**config.mk**
```make
export PLATFORM = sky130hd
export DESIGN_NAME = freq_counter_multi
export DESIGN_NICKNAME = d
export VERILOG_FILES = /design/src/rtl/freq_counter_multi_pkg.sv /design/src/rtl/freq_counter_channel.sv /design/src/rtl/freq_counter_multi.sv
export SDC_FILE = /design/constraint.sdc
export NUM_CORES = 1
export LEC_CHECK = 0
export CORE_UTILIZATION = 48
export DETAILED_ROUTE_END_ITERATION = 6
export HOLD_SLACK_MARGIN = 0.03
export PLACE_DENSITY = 0.71
export SKIP_CTS_REPAIR_TIMING = 1
export SLEW_MARGIN = 30
export SYNTH_ARGS = -nofsm -noshare
export SYNTH_HDL_FRONTEND = slang
export SYNTH_SLANG_ARGS = --single-unit
```
**constraint.sdc**
```tcl
create_clock -name io_clock -period 4.4 [get_ports io_clock]
set_input_delay 0.88 -clock io_clock [delete_from_list [all_inputs] [get_ports io_clock]]
set_output_delay 0.88 -clock io_clock [all_outputs]
set_load 0.02 [all_outputs]
```
**src/rtl/freq_counter_multi_pkg.sv**
```systemverilog
// Shared state encoding, default parameters and result-slice helper for the
// multi-channel gated frequency counter.
package freq_counter_multi_pkg;

  typedef enum logic [1:0] {
    IDLE  = 2'd0,
    ARM   = 2'd1,
    GATE  = 2'd2,
    LATCH = 2'd3
  } fc_state_e;

  localparam int DEFAULT_CHANNELS    = 4;
  localparam int DEFAULT_COUNT_WIDTH = 32;
  localparam int DEFAULT_GATE_WIDTH  = 32;
  localparam int DEFAULT_SYNC_STAGES = 2;

  function automatic int result_offset(input int channel, input int width);
    return channel * width;
  endfunction

endpackage

```
**src/rtl/freq_counter_channel.sv**
```systemverilog
// One measurement lane: input synchroniser, rising-edge detector and a
// saturating edge counter with a sticky saturation flag.
module freq_counter_channel #(
  parameter int COUNT_WIDTH = 32,
  parameter int SYNC_STAGES = 2
) (
  input  logic                   clock,
  input  logic                   reset_n,
  input  logic                   measure,
  input  logic                   clear,
  input  logic                   count_en,
  output logic [COUNT_WIDTH-1:0] count,
  output logic                   saturated
);

  logic [SYNC_STAGES-1:0] sync_q;
  logic                   prev_q;
  logic                   rise;

  assign rise = sync_q[SYNC_STAGES-1] & ~prev_q;

  // The synchroniser keeps running in every state so edge detection is
  // already settled when a window opens.
  always_ff @(posedge clock) begin
    if (!reset_n) begin
      sync_q <= '0;
      prev_q <= 1'b0;
    end else begin
      sync_q <= {sync_q[SYNC_STAGES-2:0], measure};
      prev_q <= sync_q[SYNC_STAGES-1];
    end
  end

  // An edge arriving while the counter is full is lost and flagged instead.
  always_ff @(posedge clock) begin
    if (!reset_n) begin
      count     <= '0;
      saturated <= 1'b0;
    end else if (clear) begin
      count     <= '0;
      saturated <= 1'b0;
    end else if (count_en && rise) begin
      if (&count) begin
        saturated <= 1'b1;
      end else begin
        count <= count + 1'b1;
      end
    end
  end

endmodule

```
**src/rtl/freq_counter_multi.sv**
```systemverilog
// Multi-channel gated frequency counter: FSM, gate counter and result latches.
// Optional FREQ_COUNTER_MULTI_IRQ_EN adds a sticky completion interrupt.
module freq_counter_multi
  import freq_counter_multi_pkg::*;
#(
  parameter int CHANNELS    = DEFAULT_CHANNELS,
  parameter int COUNT_WIDTH = DEFAULT_COUNT_WIDTH,
  parameter int GATE_WIDTH  = DEFAULT_GATE_WIDTH,
  parameter int SYNC_STAGES = DEFAULT_SYNC_STAGES
) (
  input  logic                            io_clock,
  input  logic                            io_sysReset_n,
  input  logic [CHANNELS-1:0]             io_measure,
  input  logic [CHANNELS-1:0]             io_channelEnable,
  input  logic [GATE_WIDTH-1:0]           io_gatePeriod,
  input  logic                            io_continuous,
  input  logic                            io_start,
  input  logic                            io_stop,
  output logic                            io_busy,
  output logic                            io_done,
  output logic [CHANNELS*COUNT_WIDTH-1:0] io_result,
  output logic [CHANNELS-1:0]             io_overflow
`ifdef FREQ_COUNTER_MULTI_IRQ_EN
  ,
  output logic                            io_irq,
  input  logic                            io_irqClear
`endif
);

  localparam logic [1:0] ST_IDLE  = IDLE;
  localparam logic [1:0] ST_ARM   = ARM;
  localparam logic [1:0] ST_GATE  = GATE;
  localparam logic [1:0] ST_LATCH = LATCH;

  logic [1:0]                      state;
  logic [GATE_WIDTH-1:0]           gate_cnt;
  logic [GATE_WIDTH-1:0]           period_q;
  logic                            continuous_q;
  logic [CHANNELS-1:0]             enable_q;
  logic [CHANNELS*COUNT_WIDTH-1:0] result_q;
  logic [CHANNELS-1:0]             overflow_q;
  logic                            done_q;
  logic [COUNT_WIDTH-1:0]          ch_count [CHANNELS];
  logic [CHANNELS-1:0]             ch_sat;

  for (genvar i = 0; i < CHANNELS; i++) begin : g_ch
    freq_counter_channel #(
      .COUNT_WIDTH(COUNT_WIDTH),
      .SYNC_STAGES(SYNC_STAGES)
    ) u_channel (
      .clock    (io_clock),
      .reset_n  (io_sysReset_n),
      .measure  (io_measure[i]),
      .clear    (state == ST_ARM),
      .count_en ((state == ST_GATE) && enable_q[i]),
      .count    (ch_count[i]),
      .saturated(ch_sat[i])
    );
  end

  // Stop wins over everything and leaves published results untouched.
  always_ff @(posedge io_clock) begin
    if (!io_sysReset_n) begin
      state        <= ST_IDLE;
      gate_cnt     <= '0;
      period_q     <= '0;
      continuous_q <= 1'b0;
      enable_q     <= '0;
      result_q     <= '0;
      overflow_q   <= '0;
      done_q       <= 1'b0;
    end else begin
      done_q <= 1'b0;
      if (io_stop) begin
        state <= ST_IDLE;
      end else begin
        case (state)
          ST_IDLE: begin
            if (io_start && (io_gatePeriod != '0)) begin
              period_q     <= io_gatePeriod;
              continuous_q <= io_continuous;
              state        <= ST_ARM;
            end
          end
          ST_ARM: begin
            enable_q <= io_channelEnable;
            gate_cnt <= period_q;
            state    <= ST_GATE;
          end
          ST_GATE: begin
            gate_cnt <= gate_cnt - 1'b1;
            if (gate_cnt == GATE_WIDTH'(1)) begin
              state <= ST_LATCH;
            end
          end
          ST_LATCH: begin
            for (int i = 0; i < CHANNELS; i++) begin
              result_q[result_offset(i, COUNT_WIDTH) +: COUNT_WIDTH] <=
                enable_q[i] ? ch_count[i] : '0;
              overflow_q[i] <= enable_q[i] & ch_sat[i];
            end
            done_q <= 1'b1;
            state  <= continuous_q ? ST_ARM : ST_IDLE;
          end
          default: state <= ST_IDLE;
        endcase
      end
    end
  end

  assign io_busy     = (state != ST_IDLE);
  assign io_done     = done_q;
  assign io_result   = result_q;
  assign io_overflow = overflow_q;

`ifdef FREQ_COUNTER_MULTI_IRQ_EN
  logic irq_q;

  // Setting from the visible done pulse lets a coincident clear lose.
  always_ff @(posedge io_clock) begin
    if (!io_sysReset_n) begin
      irq_q <= 1'b0;
    end else if (done_q) begin
      irq_q <= 1'b1;
    end else if (io_irqClear) begin
      irq_q <= 1'b0;
    end
  end

  assign io_irq = irq_q;
`endif

endmodule
```
# Word level (Yosys, flattened, before mapping)

Cells that the tools add are included.

Add/sub/neg operators: 5
Eq/ne operators: 6
Mux-type cells: 10
Bitwise operators: 18
Reductions and logical operators: 32

Operators by type and width:

| kind                  | number |
|---|---|
| $reduce_and 33->1     | 4 |
| $add 32x1->32 const B | 4 |
| $mux 32               | 4 |
| $reduce_and 32->1     | 4 |
| $pmux 32 s2           | 1 |
| $eq 32x1->1 const B   | 1 |
| $reduce_bool 32->1    | 1 |
| $sub 32x1->32 const B | 1 |
| $reduce_and 2->1      | 8 |
| $not 1->1             | 10 |
| $logic_and 1x1->1     | 9 |
| $and 1x1->1           | 8 |
| $pmux 2 s4            | 1 |
| $eq 2x2->1 const B    | 2 |
| $mux 2                | 2 |
| $reduce_bool 2->1     | 2 |
| $reduce_or 2->1       | 2 |
| $reduce_and 3->1      | 1 |
| $eq 2x1->1 const B    | 1 |
| $logic_not 2->1       | 1 |
| $mux 1                | 2 |
| $ne 2x1->1 const B    | 1 |
| $ne 2x2->1 const B    | 1 |

Register bits: 348
Input bits: 45
Output and inout port bits: 134
Logic and storage cells: 95

# Logic depth before layout (Yosys ltp)

Gate-level depths: netlist (run 1).

Word-level depth: 4
Gate-level depth with buffers: 10
Mapped depth without buffers: 7

# Hierarchy

From an unflattened synthesis (run 1), not the netlist that was laid out.

Cell total of the unflattened synthesis: 1571
Area total of the unflattened synthesis: 14909.3 um^2

Modules (own cells, without submodules):

| module               | times used | cells an instance | area an instance (um^2) | sequential area each (um^2) |
|---|---|---|---|---|
| freq_counter_multi   | 1          | 743               | 7552.2                  | 4083.9 |
| freq_counter_channel | 4          | 207               | 1839.3                  | 720.7 |

# Worst setup path after synthesis (run 1)

No wires, ideal clock.

Kind: input to register
From: input io_gatePeriod[24]
To: register period_q[10]
Library setup time: 0.128 ns
Arrival time: 2.495 ns
Required time: 4.272 ns
Slack: 1.778 ns
Cell stages on the path: 6
Buffers on the path: 1
Cell sequence: nor4_1 -> nand4_1 -> o2111ai_1 -> clkbuf_1 -> mux2i_1 -> nor2_1

Word-level cells in the longest chain between the ends: 3

Ends and longest elaborated chain:

| element                    | line                     | RTL |
|---|---|---|
| from (decl)                | freq_counter_multi.sv:15 | `input logic [GATE_WIDTH-1:0] io_gatePeriod,` |
| $reduce_bool 32->1         | freq_counter_multi.sv:79 | `if (io_start && (io_gatePeriod != '0)) begin` |
| $logic_and 1x1->1          | freq_counter_multi.sv:79 |  |
| $reduce_and 3->1 (no line) | --                       |  |
| to (signal assigned)       | freq_counter_multi.sv:80 | `period_q <= io_gatePeriod;` |
| to (decl)                  | freq_counter_multi.sv:37 | `logic [GATE_WIDTH-1:0] period_q;` |

No other way between the ends.
A chain may end at the register's enable or synchronous reset.

# Worst setup path in the final report (run 1)

From: register state[0]
To: register g_ch[0].u_channel.count[29]

Word-level cells in the longest chain between the ends: 4
Elaborated cells on any way between the ends: 6
Classes of those cells: eq/ne (2); reduce/logical (4)

Ends and longest elaborated chain:

| element                    | line                       | RTL |
|---|---|---|
| from (decl)                | freq_counter_multi.sv:35   | `logic [1:0] state;` |
| from (signal assigned)     | freq_counter_multi.sv:103  | `state <= continuous_q ? ST_ARM : ST_IDLE;` |
| $eq 2x2->1                 | freq_counter_multi.sv:55   | `.count_en ((state == ST_GATE) && enable_q[i]),` |
| $logic_and 1x1->1          | freq_counter_multi.sv:55   |  |
| $logic_and 1x1->1          | freq_counter_channel.sv:42 | `end else if (count_en && rise) begin` |
| $reduce_and 2->1 (no line) | --                         |  |
| to (signal assigned)       | freq_counter_channel.sv:46 | `count <= count + 1'b1;` |
| to (decl)                  | freq_counter_channel.sv:12 | `output logic [COUNT_WIDTH-1:0] count,` |

Several ways; a longest one is shown, not always the timed one.

==> reports/summary.txt, run 1 <==
crit end category: flop
FILL cells: 2463
R2R Setup Slk: 1170 ps
# rows: 62
fin nets: 1747
post-DP HPWL: 23700 um
Main synth FF type: dfxtp_1
Buf/Inv on CP: 1
Crit Path Max Fanout: 25
Slew headroom: 0.378
initial antenna violation count: 0
synthesized area: 14300 um^2
RSZ-0062 raised after global routing: false
fin crit share: 0.733
die area: 30500 um^2
Max-cap violations: 0
die width: 175 um
vias per inst: 5.93
slowest stage cell, crit path: nor3_2
total power per unit cell area: 385 nW/um^2
post-synth cell types: 66
worst slack at placement: 1200 ps
Hold Path Class: reg2reg
static leakage power: 0.00628 uW
status: completed
Worst VDD drop: 246 uV
cell family with most CP delay: simple AND/OR/NAND/NOR gates
port bufs: 178
core area: 29000 um^2
CP Launch Type: flop
Worst path max stage delay: 690 ps
cell taking the most area after synthesis: dfxtp_1
H-tree Lvls: 2
register area share after synthesis: 0.488
Post-Syn Instances: 1547
Multi-input gate area: 6930 um^2
final worst slack: 1170 ps
layout cells sized above 1: 0.0744
worst skew pair latency: 520 ps
Synth area leaders: dfxtp_1 (49%), a22o_1 (8.0%), a21oi_1 (4.3%)
storage element area: 6970 um^2
WHS: 428 ps
Clock Skews: 12.7 ps
syn_nets: 1603
global-route wire length before repair: 57200 um
final hold violation count: 0
clk root buf: clkbuf_16
drt total wl: 34600 um
I/O pins: 179
Post-synth EDFFs: 0
asr flop ratio synth: 0
vias in the first global route: 11300
TritonCTS Buffers: 38
Final GP Congestion: 0.823
final core occ: 0.612
Antenna Diode Count: 0
clk sinks: 348
Highest Clock Rate: 310 MHz
Initial Util: 0.493
TNS Setup: 0 ps
share of Yosys cell area claimed by the top area cell type: 0.488
largest buffer count on any clock path: 3
largest net degree at the start of global routing: 53
total power: 6830 uW
grt ovf: 0
Yosys reg bits: 348
Detail Route Antenna Nets: 0
Final Setup Violations: 0
WP data arrival: 3670 ps
Worst-Margin Slew: 931 ps
drt pass-1 iters: 5
Die H: 175 um
fin crit period: 3230 ps
crit-path cells: inv_1 -> ha_2 -> nand4b_1 -> nor3_2 -> o2111ai_1 -> or3_1 -> a21oi_1
drt wl/cell: 16.5 um
critical path type: reg2reg
via count: 12500
# DRC: 0
Final Max Tran Viols: 0
Worst Path Required: 4840 ps
Synth Warn #: 0
DRT iter0 DRCs: 912
CTS tree: built
Worst-path clk slew: 60 ps
GRT Util Overall: 0.224
syn_area_per_cell: 9.24 um^2
Layout area overhead: 24.3%
[worst paths after layout]
path | depth (start not counted) | from | to
setup / recovery | 7 | state[0]$_SDFFE_PP0P_ | g_ch[0].u_channel.count[29]$_SDFFE_PP0P_
hold / removal | 1 | g_ch[3].u_channel.sync_q[0]$_SDFF_PN0_ | g_ch[3].u_channel.sync_q[1]$_SDFF_PN0_
setup reg to reg | 7 | state[0]$_SDFFE_PP0P_ | g_ch[0].u_channel.count[29]$_SDFFE_PP0P_
hold reg to reg | 1 | g_ch[3].u_channel.sync_q[0]$_SDFF_PN0_ | g_ch[3].u_channel.sync_q[1]$_SDFF_PN0_
[cell usage in the layout, fill, tap and decap left out, types with 39 or more instances in the layout]
cell / count
a21oi_1: 123
a22o_1: 130
clkbuf_16: 39
clkdlybuf4s50_1: 178
dfxtp_1: 348
mux2i_1: 44
nand2_1: 95
nand3_1: 44
nand4_1: 45
nor2_1: 96
o21ai_0: 102
or3_1: 79
[registers in the layout, indices dropped and copies added (netlist names)]
register	count
g_ch.u_channel.count	128
io_result	128
gate_cnt	32
period_q	32
g_ch.u_channel.sync_q	8
enable_q	4
g_ch.u_channel.prev_q	4
g_ch.u_channel.saturated	4
io_overflow	4
state	2
continuous_q	1
io_done	1
[synthesized netlist by cell type, drive strengths merged, types with 10 or more instances]
cell type / instances
or4: 28
dfxtp: 348
mux2i: 44
and3: 19
or3: 79
a31oi: 13
o21ai: 102
nand4: 45
inv: 26
nor4: 21
a21oi: 123
nor2b: 10
nand3: 44
clkbuf: 90
o211ai: 16
a22o: 130
and2: 20
and4: 20
nand2: 95
nor2: 98
ha: 11
nor3: 22
xnor2: 15
o31ai: 14
[cell type report]
type | count | share of cell area
well taps | 384 | 0.0271
flip-flops and latches | 348 | 0.392
repair buffers | 203 | 0.111
inverters | 26 | 0.00550
clock buffers | 55 | 0.0634
multi-input cells | 1074 | 0.390
clock inverters | 15 | 0.0101
[stage by stage]
step / cell area, um^2 / instances
after CTS: 17700 / 2105
after floorplan: 14300 / 1547
after global placement: 16400 / 2034
after detailed placement: 16400 / 2035
after global routing: 17800 / 2105
final: 17800 / 2105
[power breakdown]
part / internal, uW / switching (uW) / leakage [uW] / total (uW)
Sequential: 3180 / 24.1 / 0.00281 / 3210
Combinational: 149 / 227 / 0.00283 / 377
Clock: 1970 / 1280 / 0.000638 / 3250
Total: 5300 / 1530 / 0.00628 / 6830
[kinds of logic (layout without fill, tap and decap cells)]
family                     after synthesis  after routing  share of synthesized area
DFF                                    348            348                      0.488
muxes                                   46             46                     0.0324
adders and majority gates               11             11                    0.00963
xor gates and xnor gates                22             22                     0.0135
AOI/OAI and AO/OA                      464            464                      0.220
buffers and inverters                  125            299                     0.0332
and+or+nand+nor                        531            531                      0.204
[routing by layer]
layer  up-vias  global-route usage  share of wire
li1       6130                   -              -
met1      5954               0.308           0.47
met2       343               0.364           0.46
met3        57              0.0315          0.052
met4         0              0.0652          0.019
met5         -                   0              0
Note: power is estimated with default switching activity, not from simulation.
==> run 2: changes to the inputs <==
Clock period 4.4 ns to 3.02 ns, I/O delays scaled along.
==> reports/summary.txt, run 2 (synthesis results as in run 1) <==
Most common cell on crit path: or4_1
hold path start: g_ch[0].u_channel.sync_q[0]$_SDFF_PN0_
Worst-path clk slew: 60 ps
GRT Util Overall: 0.221
core area: 29000 um^2
RSZ-0062 raised after global routing: false
TNS Setup: 0 ps
# rows: 62
DRT iter0 DRCs: 1043
I/O pins: 179
CTS tree: built
Placed Area: 16600 um^2
via count: 12400
Worst-Margin Slew: 812 ps
worst slack at placement: 400 ps
Highest Clock Rate: 375 MHz
Die H: 175 um
Worst VDD drop: 410 uV
static leakage power: 0.00636 uW
Non-Filler Instances: 2121
drt total wl: 34000 um
final hold violation count: 0
largest net degree at the start of global routing: 89
die width: 175 um
Final Setup Violations: 0
DP Cell Count: 2051
CP Launch Type: flop
Worst Path Required: 3470 ps
vias in the first global route: 11400
initial antenna violation count: 2
fin crit period: 2670 ps
Layout area overhead: 25.0%
reg-to-reg startpoint: state[0]$_SDFFE_PP0P_
post-route cell area: 17900 um^2
Hold Path Class: reg2reg
post-DP HPWL: 23700 um
grt ovf: 0
drt pass-1 iters: 5
Worst path max stage delay: 650 ps
drt wl/cell: 16.0 um
cell family with most CP delay: simple AND/OR/NAND/NOR gates
slowest stage cell, crit path: or4_1
worst skew pair latency: 510 ps
fin nets: 1763
clk root buf: clkbuf_16
Initial Util: 0.493
most common cell after layout, fill and taps aside: dfxtp_1
# DRC: 0
layout cells sized above 1: 0.0819
fin crit share: 0.884
critical path type: reg2reg
total power per unit cell area: 559 nW/um^2
WP data arrival: 3120 ps
Final GP Congestion: 0.832
Crit Path Max Fanout: 10
crit end category: flop
TritonCTS Buffers: 38
die area: 30500 um^2
H-tree Lvls: 2
clk sinks: 348
Final Max Tran Viols: 0
final worst slack: 351 ps
global-route wire length before repair: 56700 um
Buf/Inv on CP: 1
commonest non-fill, non-tap cells in the layout: dfxtp_1 (348), clkdlybuf4s50_1 (178), a22o_1 (130)
Detail Route Antenna Nets: 0
Max-cap violations: 0
crit-path cells: inv_1 -> ha_2 -> and4b_1 -> nand4_1 -> or4_1 -> or4_1 -> nand2_1
Slew headroom: 0.456
largest buffer count on any clock path: 3
launch point of the worst path: state[0]$_SDFFE_PP0P_
port bufs: 178
Clock Skews: 7.87 ps
status: completed
vias per inst: 5.83
-- run 2: cell types whose count changed in the layout (fill, tap and decap cells not counted), moves of 2 or more --
cell	delta
clkinv_8	-2
clkinvlp_4	-2
and3_1	-2
inv_6	+2
o31ai_1	+2
buf_12	+2
diode_2	+3
clkbuf_1	-3
and3_2	+2
buf_4	+15
-- run 2: path summary, 6_finish.rpt --
| path | to | slack [ps] | cells past startpoint |
|---|---|---|---|
| setup reg to reg | g_ch[0].u_channel.count[30]$_SDFFE_PP0P_ | 350 | 7 |
| setup / recovery | g_ch[0].u_channel.count[30]$_SDFFE_PP0P_ | 350 | 7 |
| hold reg to reg | g_ch[0].u_channel.sync_q[1]$_SDFF_PN0_ | 430 | 1 |
| hold / removal | g_ch[0].u_channel.sync_q[1]$_SDFF_PN0_ | 430 | 1 |
-- run 2: area by class of cell --
| class | count | area (um^2) |
|---|---|---|
| inverter | 26 | 97.6 |
| tap | 384 | 480 |
| clock buffer | 52 | 1110 |
| sequential | 348 | 6970 |
| fill | 2446 | 11100 |
| timing repair buffer | 219 | 2110 |
| clock inverter | 15 | 185 |
| multi-input combinational | 1074 | 6900 |
| antenna | 3 | 7.51 |
-- run 2: routing by layer --
metal  up-vias  track usage  share of wire
met2       297        0.358           0.46
li1       6164            -              -
met5         -            0              0
met3        55       0.0335          0.045
met4         0       0.0710          0.020
met1      5843        0.302           0.47
-- run 2: where the power goes --
part	total, uW	internal (uW)	switching (uW)
Clock	4750	2930	1820
Sequential	4670	4640	35.7
Combinational	561	231	329
Total	9980	7790	2190
-- run 2: per-stage QoR --
step | total power, uW | utilization | hold WS (ps)
final | 9980 | 0.616 | 429
after global routing | 10300 | 0.616 | 448
after CTS | 10100 | 0.615 | 420
after detailed placement | 5330 | 0.571 | 419
after global placement | 5320 | 0.571 | 413
after floorplan | 5110 | - | 412
==> variant (settings of run 2) <==
Build with the macro `FREQ_COUNTER_MULTI_IRQ_EN` defined.
--- a/src/rtl/freq_counter_multi.sv
+++ b/src/rtl/freq_counter_multi.sv
@@ -2,2 +2,4 @@
 // Optional FREQ_COUNTER_MULTI_IRQ_EN adds a sticky completion interrupt.
+`define FREQ_COUNTER_MULTI_IRQ_EN
+
 module freq_counter_multi
Ports: changed (added io_irq and io_irqClear); port bits go from 179 to 181. The function was not compared with the original's and may differ.
==> variant against run 2 <==
  * Wire length increased by 7.6%
  * Global-route usage increased by 1.1 points
  * Synthesized area increased by 2.5%
  * Final area increased by 1.7%
  * Sequential cell count increased by 1
  * Total power decreased by 1.5%
  * Die area increased by 2.4%
  * Combinational power decreased by 1%
  * Clock power decreased by 3%
  * Worst setup slack improved by 0.0095 ns
==> variant: results (changes against run 2) <==
Most frequent cells after synthesis - dfxtp_1 (349), a22o_1 (132), a21oi_1 (120), nor2_1 (118), clkbuf_1 (99)
Routability cong. - 0.850 (+2.1%)
Worst VDD drop - 0.000371 V (-9.7%)
Top delay family on crit path - buffers and inverters
Ys async rst share - 0% (unchanged)
Final Skew - 0.0177 ns (+0.00982 ns)
Input/output buffers - 180 (+1.1%)
Status - finished, final reports clean
Crit. Startpoint - state[0]
Minimum hold slack - 0.430 ns (+0.000790 ns)
All-layer global routing usage - 23.2% (+1.1 points)
1st-pass router iterations - 5 (unchanged)
WP data arrival - 2.06 ns (-1.06 ns)
Placed cell area - 16900 um2 (+2.1%)
Post-DP HPWL - 24800 um (+4.9%)
R2r endpoint - g_ch[3].u_channel.count[30]
End of the critical path - io_busy
Share of layout cells above drive strength 1 - 7.61% (-0.58 points)
H-tree depth - 2 (unchanged)
Total net switching power - 0.00217 W (-0.88%)
Root buffer cell - clkbuf_16
Slowest-stage cell, CP - clkdlybuf4s50_1
CTS max path bufs - 3 (unchanged)
Hold path startpoint - g_ch[3].u_channel.sync_q[0]
Vias in the first global route - 11900 (+4.3%)
Initial detailed-routing violation count - 915 (-12%)
First-pass GRT wire length - 60500 um (+6.7%)
Synthesized Nets - 1652 (+3.1%)
Yosys cell types - 67 (+1.5%)
Seq pwr share - 47.7% (+0.9 points)
Largest net degree at the start of global routing - 107 (+20%)
R2R Setup Slk - 0.36 ns
Combinational power - 0.000553 W (-1%)
Vias/cell - 5.90 (+1.2%)
Initial antenna violation count - 3 (+1)
Worst-margin pin slew - 0.914 ns (+0.103 ns)
Mux contribution to synthesized area - 3.67% (+0.43 points)
Leakage power - 6.34 nW (-0.33%)
Synth Area in XOR/XNOR - 1.67% (+0.33 points)
Seq/Total Area, Yosys - 47.7% (-1.0 points)
DRT Wirelength - 36600 um (+7.6%)
Crit path max fanout - 5 (-5)
Synth Area in Adders - 0.940% (-0.023 points)
Endpoint, Worst Hold - g_ch[3].u_channel.sync_q[1]
Yosys Warn Count - 0 (unchanged)
# nets final - 1804 (+2.3%)
Top cells by area, synth - dfxtp_1 (48%), a22o_1 (7.9%), a21oi_1 (4.1%)
Largest stage delay, worst path - 0.60 ns (-0.05 ns)
Compound-Gate Fraction of Synth Area - 20.7% (-1.3 points)
Inserted Clock Buffers - 38 (unchanged)
HP Class - register to register
variant: cell types whose count changed after synthesis, sizes merged, moves of 8 or more:
cell and delta:
and3 +10, nand3 +18, or3 -23, a211oi +8, or4 +20, nand2 -12, o21ai -38, nor4 +14
o31ai +27, clkbuf +10, o211ai -11, nor2 +20
variant: layout make-up:
class	count	area, um2
fillers	2560	11600
multi-input cells	1102	7150
flip-flops and latches	349	6990
repair buffers	222	2150
clock buffers	58	1150
well taps	390	488
inverters	34	128
clock inverters	10	100
diodes	2	5.00
variant: through the flow:
step	cells	setup slack [ns]
3_3_place_gp	2097	0.248
6_report	2167	0.361
5_1_grt	2165	0.232
3_5_place_dp	2097	0.215
4_1_cts	2165	0.322
2_1_floorplan	1595	0.588
variant: per-layer routing:
metal	part of all wire (%)	wire length, um	vias to the layer above	track usage [%]
met5	0.046	17	-	0
met4	1.6	582	2	5.93
met3	4.1	1490	50	3.22
met2	47	17300	282	38.5
met1	47	17200	6092	31.7
li1	-	-	6351	-
